--- config.mk ---
export PLATFORM = sky130hd
export DESIGN_NAME = cnn_score_collector
export DESIGN_NICKNAME = d
export VERILOG_FILES = /design/src/rtl/cnn_score_collector.sv
export SDC_FILE = /design/constraint.sdc
export NUM_CORES = 1
export LEC_CHECK = 0
export CELL_PAD_IN_SITES_DETAIL_PLACEMENT = 0
export CELL_PAD_IN_SITES_GLOBAL_PLACEMENT = 1
export CORE_MARGIN = 3
export CORE_UTILIZATION = 40
export DETAILED_ROUTE_END_ITERATION = 10
export GPL_TIMING_DRIVEN = 0
export PLACE_DENSITY = 0.84
export SYNTH_ARGS = -nofsm -noshare
export SYNTH_HDL_FRONTEND = slang
export SYNTH_HIERARCHICAL = 1
export SYNTH_SLANG_ARGS = --single-unit
export TNS_END_PERCENT = 50
--- constraint.sdc ---
create_clock -name clk -period 4.45 [get_ports clk]
set_input_delay 0.445 -clock clk [delete_from_list [all_inputs] [get_ports clk]]
set_output_delay 0.445 -clock clk [all_outputs]
set_load 0.005 [all_outputs]
--- src/rtl/cnn_score_collector.sv ---
// CNN classifier output sink: captures one score per class per frame,
// finds the argmax with one compare per cycle, and emits one result record
// per frame together with a frame counter.

// One class channel: holds the captured score and a "captured this frame" flag.
module cnn_score_lane #(
  parameter int W = 12
) (
  input  logic         clk,
  input  logic         reset,
  input  logic         collect_i,
  input  logic         clear_i,
  input  logic [W-1:0] tdata_i,
  input  logic         tvalid_i,
  output logic         tready_o,
  output logic         cap_o,
  output logic         flag_o,
  output logic [W-1:0] score_o
);
  logic         flag_q;
  logic [W-1:0] score_q;

  // Once captured, the channel back-pressures so a second score for the
  // same class stays upstream instead of overwriting this one.
  assign tready_o = ~reset & collect_i & ~flag_q;
  assign cap_o    = tvalid_i & tready_o;
  assign flag_o   = flag_q;
  assign score_o  = score_q;

  // Capture score and flag on handshake; flags drop when the record is taken.
  always_ff @(posedge clk) begin
    if (reset) begin
      flag_q  <= 1'b0;
      score_q <= '0;
    end else begin
      if (clear_i)    flag_q <= 1'b0;
      else if (cap_o) flag_q <= 1'b1;
      if (cap_o) score_q <= tdata_i;
    end
  end
endmodule

module cnn_score_collector #(
  parameter int PIXEL_BIT_WIDTH = 12,
  parameter int SIGNED_SCORES   = 1,
  parameter int FRAME_CNT_WIDTH = 16
) (
  input  logic                         clk,
  input  logic                         reset,
  input  logic [PIXEL_BIT_WIDTH-1:0]   cnn_output_0_TDATA,
  input  logic                         cnn_output_0_TVALID,
  output logic                         cnn_output_0_TREADY,
  input  logic [PIXEL_BIT_WIDTH-1:0]   cnn_output_1_TDATA,
  input  logic                         cnn_output_1_TVALID,
  output logic                         cnn_output_1_TREADY,
  input  logic [PIXEL_BIT_WIDTH-1:0]   cnn_output_2_TDATA,
  input  logic                         cnn_output_2_TVALID,
  output logic                         cnn_output_2_TREADY,
  input  logic [PIXEL_BIT_WIDTH-1:0]   cnn_output_3_TDATA,
  input  logic                         cnn_output_3_TVALID,
  output logic                         cnn_output_3_TREADY,
  input  logic [PIXEL_BIT_WIDTH-1:0]   cnn_output_4_TDATA,
  input  logic                         cnn_output_4_TVALID,
  output logic                         cnn_output_4_TREADY,
  output logic [5*PIXEL_BIT_WIDTH-1:0] result_scores_TDATA,
  output logic [2:0]                   result_class_TDATA,
  output logic [PIXEL_BIT_WIDTH-1:0]   result_max_TDATA,
  output logic [FRAME_CNT_WIDTH-1:0]   result_frame_TDATA,
  output logic                         result_TVALID,
  input  logic                         result_TREADY,
  output logic                         busy
);
  localparam int W = PIXEL_BIT_WIDTH;

  typedef enum logic [1:0] {COLLECT, ARGMAX, OUT} state_e;

  state_e                     state_q;
  logic [2:0]                 best_idx_q, best_idx_d, scan_idx_q;
  logic [W-1:0]               best_val_q, best_val_d, cand;
  logic                       gt;
  logic [5*W-1:0]             res_scores_q;
  logic [2:0]                 res_class_q;
  logic [W-1:0]               res_max_q;
  logic [FRAME_CNT_WIDTH-1:0] res_frame_q, frame_q;
  logic                       vld_q;

  logic [4:0][W-1:0] tdata, score;
  logic [4:0]        tvalid, tready, cap, flag;
  logic              collect, clear;

  assign tdata  = {cnn_output_4_TDATA, cnn_output_3_TDATA, cnn_output_2_TDATA,
                   cnn_output_1_TDATA, cnn_output_0_TDATA};
  assign tvalid = {cnn_output_4_TVALID, cnn_output_3_TVALID, cnn_output_2_TVALID,
                   cnn_output_1_TVALID, cnn_output_0_TVALID};
  assign {cnn_output_4_TREADY, cnn_output_3_TREADY, cnn_output_2_TREADY,
          cnn_output_1_TREADY, cnn_output_0_TREADY} = tready;

  assign collect = (state_q == COLLECT);
  assign clear   = (state_q == OUT) & result_TREADY;

  genvar k;
  for (k = 0; k < 5; k++) begin : g_lane
    cnn_score_lane #(.W(W)) u_lane (
      .clk       (clk),
      .reset     (reset),
      .collect_i (collect),
      .clear_i   (clear),
      .tdata_i   (tdata[k]),
      .tvalid_i  (tvalid[k]),
      .tready_o  (tready[k]),
      .cap_o     (cap[k]),
      .flag_o    (flag[k]),
      .score_o   (score[k])
    );
  end

  // Single comparator: candidate at scan_idx against the running best.
  // Strict greater-than keeps ties on the lower index.
  always_comb begin
    cand = score[scan_idx_q];
    if (SIGNED_SCORES != 0) gt = $signed(cand) > $signed(best_val_q);
    else                    gt = cand > best_val_q;
    best_idx_d = gt ? scan_idx_q : best_idx_q;
    best_val_d = gt ? cand : best_val_q;
  end

  // Frame FSM: collect five scores, scan indices 1..4, hold the record until taken.
  always_ff @(posedge clk) begin
    if (reset) begin
      state_q      <= COLLECT;
      best_idx_q   <= '0;
      best_val_q   <= '0;
      scan_idx_q   <= '0;
      res_scores_q <= '0;
      res_class_q  <= '0;
      res_max_q    <= '0;
      res_frame_q  <= '0;
      frame_q      <= '0;
      vld_q        <= 1'b0;
    end else begin
      case (state_q)
        COLLECT: begin
          if (&(flag | cap)) begin
            state_q    <= ARGMAX;
            best_idx_q <= '0;
            best_val_q <= cap[0] ? tdata[0] : score[0];
            scan_idx_q <= 3'd1;
          end
        end
        ARGMAX: begin
          best_idx_q <= best_idx_d;
          best_val_q <= best_val_d;
          scan_idx_q <= scan_idx_q + 3'd1;
          if (scan_idx_q == 3'd4) begin
            state_q      <= OUT;
            res_scores_q <= score;
            res_class_q  <= best_idx_d;
            res_max_q    <= best_val_d;
            res_frame_q  <= frame_q;
            vld_q        <= 1'b1;
          end
        end
        OUT: begin
          if (result_TREADY) begin
            vld_q   <= 1'b0;
            frame_q <= frame_q + FRAME_CNT_WIDTH'(1);
            state_q <= COLLECT;
          end
        end
        default: state_q <= COLLECT;
      endcase
    end
  end

  assign result_scores_TDATA = res_scores_q;
  assign result_class_TDATA  = res_class_q;
  assign result_max_TDATA    = res_max_q;
  assign result_frame_TDATA  = res_frame_q;
  assign result_TVALID       = vld_q;
  assign busy                = (state_q != COLLECT) | (|flag);
endmodule

==> metrics.txt <==
status=finished, final reports clean; H-Tree Depth=4; combinational group share of total power=19.3%; Inserted Diodes=0; Worst-Margin Slew=about 1200 ps; Hold Crit Class=flip-flop to flip-flop; power density over the cells=379 nW/um2; Mapped Area=8770 um2; vias in the first global route=7,145; setup_tns=0 ps; I/O pins=166; arrival time at the worst endpoint=3810 ps; Worst Hold Slack=456 ps; Core Footprint=between 20,000 and 25,000 um2; GPL Wtd Cong=0.869; CP Max Fanout=10; Async SR Flop Fraction=0%; row count=53; largest cells by area after synthesis=dfxtp_1 (44%), mux2i_1 (11%), nand2b_1 (9.0%); clock share of power=roughly 37%; vias per cell=~5; Net Sw Frac=30.1%; reg-to-reg endpoint=best_val_q[2]; Synth cell types=between 50 and 60; post-layout min period=3510 ps; syn_nets=1,065; die area=23,700 um2; startpoint types=flip-flop; first-pass GRT wire length=40,800 um; layout overhead on the synthesized area=29.7%; ratio of cells with drive above 1 in the final layout=7.38%; grt ovf=0; Initial Util=41.2%; Die H=about 150 um; via count=7,441; Filler Cell Count=2,011; Highest Clock Rate=0.285 GHz; CTS clk-pin slew, worst paths=80 ps; fin. max-slew vios=0; Reg2Reg Depth=13; clock sinks=about 190; Max Used Layer=met4; Final setup viols=0; CTS Buffer Depth=2; syn avg cell area=a little under 9 um2; starting DRC count in detailed routing=about 440; routed wire length=26,600 um; TritonCTS Buffers=17; P_leak=4.00 nW; final-stage net count=roughly 1,200; Synth top area share=44.0%; crit path capture type=flip-flop; flops & latches, synth=193; Seq pwr share=between 40% and 50%; # Max-Cap Violations=0; final hold violations=0; Worst slew margin=16.3%; GRT Util Overall=21.9%; 1st-pass router iterations=6; fin crit share=about four fifths; initial antenna violation count=0; cell taking the most area after synthesis=dfxtp_1; Ys Warns=6; worst r2r src=scan_idx_q[0]; Die X=around 150 um; post-route ant nets=0; Hold Path Depth=2; CTS tree=done; setup ws final=937 ps; number of flops mapped to enable cells by yosys=0; metal2 WL=12,100 um; I/O Buffers=roughly 170; Mapped Cells=982; Worst Min Path Start=result_frame_TDATA[7]; Reg2Reg Setup Slack=approximately 940 ps; Clk Latency, worst-skew pair=roughly 450 ps; met3 wire len=1470 um; CP required=4750 ps; Place WS=970 ps; synth cell count leaders=dfxtp_1 (193), nand2_1 (168), nand2b_1 (126); Seq/Total Area, Yosys=44.0%; unrepaired setup endpoints after global routing=no; clock skew=~15 ps; routed len/inst=18.3 um; maximum vdd drop=between 0.0002 and 0.0003 V; Setup Buffers After CTS=0; most common cell in the netlist=dfxtp_1; end of the worst hold path=result_frame_TDATA[7]; critical path class=flip-flop to flip-flop; switching power=~1.3 mW; Internal=3.01 mW; ys flop type=dfxtp_1; DP Wirelength=20,300 um; wl on met1=12,600 um; post_cts resized=0; drt drc=0; largest net degree at the start of global routing=48; clk root buf=clkbuf_16; hold buffers post-CTS=0
## power groups by stage
stage / clock network [mW] / registers, mW / logic (mW)
after floorplan: 0 / 1.88 / 0.591
after global placement: 0 / 1.92 / 0.834
after detailed placement: 0 / 1.92 / 0.827
after CTS: 1.62 / 1.88 / 0.833
after global routing: 1.68 / 1.89 / 0.897
final: 1.59 / 1.88 / 0.831
## routing by layer
| metal | up-vias | GRT usage, % |
|---|---|---|
| met2 | 220 | 34.9 |
| li1 | 3690 | - |
| met4 | 0 | 5.51 |
| met5 | - | 0 |
| met1 | 3505 | 30.5 |
| met3 | 26 | 4.22 |
## cells in the final DEF, fill, tap and decap left out, types with 4 or more instances in the layout
cell and n:
dfxtp_1 193, nand2_1 168, clkdlybuf4s50_1 164, nand2b_1 126, a21oi_1 101, mux2i_1 97
clkbuf_1 38, nor2_1 34, inv_1 18, o21ai_0 18, clkbuf_16 17, buf_2 16
ha_1 15, o22ai_1 14, nand3b_1 14, o21ai_1 10, xor2_1 10, nor3_1 9
nand3_1 8, a22oi_1 8, mux2_2 8, and3b_1 6, nor3b_1 5, and2_1 5
buf_6 5, buf_12 5, and3_1 4, inv_6 4, clkinv_8 4
## cell families after synthesis
family | count (synthesis) | share of synthesized area [%]
AOI/OAI and AO/OA | 169 | 11.1
xor gates and xnor gates | 13 | 1.30
adders and majority gates | 15 | 2.14
buffers and inverters | 85 | 5.42
DFF | 193 | 44.0
muxes | 107 | 12.6
and+or+nand+nor | 400 | 23.4
## registers in the layout, indices dropped and copies added, names as in the netlist
signal,cells
g_lane.u_lane/score_o,60
result_max_TDATA,12
scan_idx_q,3
best_idx_q,3
best_val_q,12
frame_q,16
result_TVALID,1
result_scores_TDATA,60
state_q,2
g_lane.u_lane/flag_o,5
result_class_TDATA,3
result_frame_TDATA,16
## final cells by class
type	count	area [um2]	area share, %
buffer	67	408	3.58
clock buffer	17	425	3.74
clock inverter	15	193	1.69
inverter	18	67.6	0.594
multi-input combinational	704	4440	39.0
sequential	193	3860	33.9
tap	275	344	3.02
timing repair buffer	165	1650	14.5
## worst max-delay path by stage
stage | end | from
2_1_floorplan | best_val_q[1] | scan_idx_q[1]
3_5_place_dp | best_val_q[3] | scan_idx_q[0]
4_1_cts | best_val_q[2] | scan_idx_q[0]
5_1_grt | best_val_q[2] | scan_idx_q[0]
3_3_place_gp | best_val_q[8] | reset
6_report | best_val_q[2] | scan_idx_q[0]
## metrics by stage
stage,power (mW),util [%],area (um2),std cells
2_1_floorplan,2.47,-,8770,982
3_3_place_gp,2.76,50.6,10800,1422
3_5_place_dp,2.75,50.6,10800,1422
4_1_cts,4.33,53.5,11400,1454
5_1_grt,4.47,53.5,11400,1454
6_report,4.31,53.5,11400,1454
## worst max-delay path, cell delays in order, from the launching register on
cell and delay [ps]:
dfxtp_1 500, inv_1 150, and3_1 230, buf_2 190, a21oi_1 220, o21ai_0 230
ha_1 370, a21oi_1 130, o21ai_1 120, a221oi_2 450, a21oi_4 150, buf_8 190
mux2i_1 290, o22ai_1 150
Note: power is estimated with default switching activity, not from simulation.
